### src/rtl/wb_arbiter.sv
// wb_arbiter: single-port register-file writeback arbiter between an unbuffered ALU path and a buffered LSU path.
// Optional build macro WB_COMMIT_CNT_EN adds a 32-bit commit_cnt output counting issued register writes.
module wb_arbiter #(
    parameter int LSU_FIFO_DEPTH = 4
) (
    input  logic        clk,
    input  logic        rst_n,
    input  logic        alu_valid,
    output logic        alu_ready,
    input  logic [4:0]  alu_rd,
    input  logic [31:0] alu_data,
    input  logic        lsu_valid,
    output logic        lsu_ready,
    input  logic [4:0]  lsu_rd,
    input  logic [31:0] lsu_data,
    output logic        rf_we,
    output logic [4:0]  rf_rd,
    output logic [31:0] rf_wdata,
`ifdef WB_COMMIT_CNT_EN
    output logic [31:0] commit_cnt,
`endif
    output logic        busy
);
    localparam int AW = (LSU_FIFO_DEPTH > 1) ? $clog2(LSU_FIFO_DEPTH) : 1;
    localparam int CW = AW + 1;

    logic [4:0]    r_mem_rd   [LSU_FIFO_DEPTH];
    logic [31:0]   r_mem_data [LSU_FIFO_DEPTH];
    logic [AW-1:0] r_wptr;
    logic [AW-1:0] r_rptr;
    logic [CW-1:0] r_count;
    logic          r_we;
    logic [4:0]    r_rd;
    logic [31:0]   r_wdata;

    logic          w_full;
    logic          w_empty;
    logic          w_push;
    logic          w_pop;
    logic          w_win;
    logic [4:0]    w_rd;
    logic [31:0]   w_data;

    // Arbitration: a full FIFO outranks the ALU so loads cannot starve; otherwise ALU first.
    always_comb begin
        w_full  = (r_count == CW'(LSU_FIFO_DEPTH));
        w_empty = (r_count == '0);
        w_push  = lsu_valid && !w_full;
        w_pop   = w_full || (!alu_valid && !w_empty);
        w_win   = w_pop || alu_valid;
        w_rd    = w_pop ? r_mem_rd[r_rptr]   : alu_rd;
        w_data  = w_pop ? r_mem_data[r_rptr] : alu_data;
    end

    // FIFO storage needs no reset: pointers and count define which entries are live.
    always_ff @(posedge clk) begin
        if (w_push) begin
            r_mem_rd[r_wptr]   <= lsu_rd;
            r_mem_data[r_wptr] <= lsu_data;
        end
    end

    // FIFO pointers wrap naturally since the depth is a power of two.
    always_ff @(posedge clk or negedge rst_n) begin
        if (!rst_n) begin
            r_wptr  <= '0;
            r_rptr  <= '0;
            r_count <= '0;
        end else begin
            if (w_push) r_wptr <= r_wptr + AW'(1);
            if (w_pop)  r_rptr <= r_rptr + AW'(1);
            r_count <= r_count + CW'(w_push) - CW'(w_pop);
        end
    end

    // Register the winner; x0 destinations are consumed but never written.
    always_ff @(posedge clk or negedge rst_n) begin
        if (!rst_n) begin
            r_we    <= 1'b0;
            r_rd    <= '0;
            r_wdata <= '0;
        end else begin
            r_we <= w_win && (w_rd != 5'd0);
            if (w_win) begin
                r_rd    <= w_rd;
                r_wdata <= w_data;
            end
        end
    end

`ifdef WB_COMMIT_CNT_EN
    logic [31:0] r_commit;

    // Count cycles with a register-file write, wrapping at 2^32.
    always_ff @(posedge clk or negedge rst_n) begin
        if (!rst_n) r_commit <= '0;
        else        r_commit <= r_commit + 32'(r_we);
    end

    assign commit_cnt = r_commit;
`endif

    assign alu_ready = !w_full;
    assign lsu_ready = !w_full;
    assign rf_we     = r_we;
    assign rf_rd     = r_rd;
    assign rf_wdata  = r_wdata;
    assign busy      = !w_empty || r_we;
endmodule

### config.mk
export PLATFORM = sky130hd
export DESIGN_NAME = wb_arbiter
export DESIGN_NICKNAME = d
export VERILOG_FILES = /design/src/rtl/wb_arbiter.sv
export SDC_FILE = /design/constraint.sdc
export NUM_CORES = 1
export LEC_CHECK = 0
export CAP_MARGIN = 0
export CORE_UTILIZATION = 53
export CTS_BUF_LIST = sky130_fd_sc_hd__clkbuf_8 sky130_fd_sc_hd__clkbuf_16
export DETAILED_ROUTE_END_ITERATION = 6
export PLACE_DENSITY = 0.79
export SYNTH_ARGS = -nofsm -noshare
export SYNTH_HDL_FRONTEND = slang
export SYNTH_SLANG_ARGS = --single-unit
### constraint.sdc
create_clock -name clk -period 3 [get_ports clk]
set_clock_uncertainty 0.2 [all_clocks]
set_input_delay 0.9 -clock clk [delete_from_list [all_inputs] [get_ports clk]]
set_output_delay 0.9 -clock clk [all_outputs]
set_load 0.03 [all_outputs]
==> impl_metrics.env <==
export IMPL_avgSynthCellArea_sq_um=18.4
export IMPL_grtUsageTotal=0.226
export IMPL_grt_pass1_vias=4427
export IMPL_cp_end_kind="output port"
export IMPL_dp_hpwl_um=9240
export IMPL_slew_headroom=0.386
export IMPL_powerDensity_nw_per_um2=1020
export IMPL_layout_setup_ws_ns=0.161
export IMPL_tightest_slew_ns=0.918
export IMPL_dieArea_sq_um=14500
export IMPL_yosys_area_top_type="edfxtp_1"
export IMPL_start_util=0.552
export IMPL_final_nets=614
export IMPL_status="completed"
export IMPL_ant_nets=0
export IMPL_yosysWarningCount=0
export IMPL_clock_latency_ns=0.43
export IMPL_post_route_min_period_ns=2.84
export IMPL_synthTopCellsByArea="edfxtp_1, dfrtp_1, mux4_2"
export IMPL_setup_worst_path_class="flip-flop to output port"
export IMPL_crit_fanout=7
export IMPL_drive_gt1_frac=0.174
export IMPL_cts_tree="done"
export IMPL_pre_cts_slack_ns=0.123
export IMPL_num_vias=4158
export IMPL_synth_most_common_cell="edfxtp_1"
export IMPL_wl_um=15200
export IMPL_ys_types=32
export IMPL_ys_flop_type="edfxtp_1"
export IMPL_drt_iter0_drc=255
export IMPL_ios=119
export IMPL_fill_cells=853
export IMPL_place_inst=687
export IMPL_synthTopCellsByCount="edfxtp_1, nand2_1, dfrtp_1"
export IMPL_reg2reg_depth=9
export IMPL_ctsHoldBuffers=0
export IMPL_clk_pin_slew_worst_paths_ns=0.06
export IMPL_cts_repair_resized=1
export IMPL_viasPerCell=5.80
export IMPL_finalMaxSlewViolations=0
export IMPL_netlist_area_sq_um=7430
export IMPL_syn_inst=404
export IMPL_startpoint_type="flip-flop"
export IMPL_crit_arrival_ns=1.74
export IMPL_dpl_instance_area_sq_um=8880
export IMPL_rr_endpoint="r_count[2]"
export IMPL_path_cells="nor2_1, nand2_1, clkdlybuf4s50_1"
export IMPL_clock_fmax_mhz=352
export IMPL_postCtsSetupRepairBufs=0
export IMPL_fin_tns_setup_ns=0
export IMPL_fin_cells=717
export IMPL_rsz0062_at_grt="no"
export IMPL_grt_start_max_net_pins=46
export IMPL_io_buffer_count=118
export IMPL_critPathMaxStageDelay_ns=0.70
export IMPL_synth_edff_count=148
export IMPL_gp_congestion=0.712
export IMPL_die_y_um=120
export IMPL_firstDrtPassIters=5
export IMPL_slowest_stage="clkdlybuf4s50_1"
export IMPL_cts_buffer_depth=2
export IMPL_final_hold_viol_count=0
export IMPL_p_leak_uw=0.00342
export IMPL_antenna_found_initial=0
export IMPL_num_antenna_cells=0
export IMPL_drv_cap=0
export IMPL_utilization=0.706
export IMPL_numClockSinks=193
export IMPL_reg2reg_setup_slack_ns=0.53
export IMPL_h_tree_depth=4
export IMPL_die_width_um=120
export IMPL_grt_pass1_wl_um=23300
export IMPL_cp_required_ns=1.90
export IMPL_synth_nets=488
export IMPL_synth_top_cell_area_share=0.598
export IMPL_core_area_sq_um=13500
export IMPL_grt_overflow=0
export IMPL_wire_per_inst_um=21.2
export IMPL_area_growth_syn_to_layout_pct=27.7
export IMPL_min_path_type="input pin to asynchronous set/reset pin"
export IMPL_synth_seq_area_share=0.750
export IMPL_ys_seq_elements=193
export IMPL_rows=42
export IMPL_period_share=0.946
export IMPL_drc=0
export IMPL_numCtsBuffers=17
export IMPL_setup_violations=0
export IMPL_r2r_start="r_count[1]"
export IMPL_ir_drop_uv=634
export IMPL_root_buffer="clkbuf_16"
export IMPL_async_reset_ff_frac=0.233
export IMPL_finalInstanceArea_sq_um=9490
==> worst max-delay path: cells and delay by family (launching register included) <==
family	cells	cell delay, ns
buf+inv	1	0.70
flops	1	0.38
simple gates	2	0.22
==> power breakdown <==
group / internal (uW) / switching, uW / total, uW
registers: 3650 / 324 / 3970
clock network: 1460 / 902 / 2360
logic: 1490 / 1850 / 3350
==> cells in the final DEF, fill, tap and decap left out, types with 5 or more instances in the layout <==
cell	netlist	final
dfrtp_1	45	43
buf_4	4	9
a32oi_1	32	32
buf_12	0	5
clkdlybuf4s50_1	0	115
bufinv_16	0	5
nand2_1	67	67
mux4_2	37	37
edfxtp_1	148	148
nor2_1	9	9
clkbuf_16	0	17
xnor2_1	5	5
ha_1	5	5
==> logic make-up (layout without fill, tap and decap cells) <==
family          after synthesis  after routing  share of synthesized area
flops                       193            193                      0.750
simple gates                 90             90                     0.0510
compound gates               41             41                     0.0463
mux                          41             41                      0.118
buf+inv                      28            165                     0.0184
fa+ha+maj                     6              6                     0.0111
xor+xnor                      5              5                    0.00589
==> sequential cells by signal (all words and copies together), names as in the netlist <==
register / cells
r_mem_data: 128
rf_wdata: 32
r_mem_rd: 20
rf_rd: 5
r_count: 3
r_rptr: 2
r_wptr: 2
rf_we: 1
==> cell type report <==
type	count	area, sq um	area share
inverters	3	11.3	0.00119
flip-flops and latches	193	5570	0.587
well taps	176	220	0.0232
clock inverters	13	194	0.0204
multi-input cells	183	1730	0.183
clock buffers	17	425	0.0448
repair buffers	132	1330	0.141
==> how the worst max path moves through the flow <==
stage	startpoint	end	cells after the start
2_1_floorplan	alu_valid	r_count[2]	10
3_3_place_gp	lsu_valid	r_count[2]	7
3_5_place_dp	lsu_valid	r_count[2]	7
5_1_grt	r_count[1]	alu_ready	3
4_1_cts	r_count[1]	busy	3
6_report	r_count[1]	lsu_ready	3
==> metrics by stage <==
stage	total power (uW)	hold WS, ns
2_1_floorplan	6140	0.319
3_3_place_gp	7280	0.269
3_5_place_dp	7390	0.275
4_1_cts	9760	0.243
5_1_grt	10100	0.253
6_report	9670	0.248
==> metal layers <==
| metal | up-vias | global-route usage | part of all wire |
|---|---|---|---|
| met2 | 143 | 0.382 | 0.54 |
| met4 | 0 | 0.0941 | 0.018 |
| li1 | 1846 | - | - |
| met3 | 19 | 0.0679 | 0.063 |
| met1 | 2150 | 0.271 | 0.38 |
| met5 | - | 0 | 0 |
No activity file was read; power rests on OpenSTA's default activity.
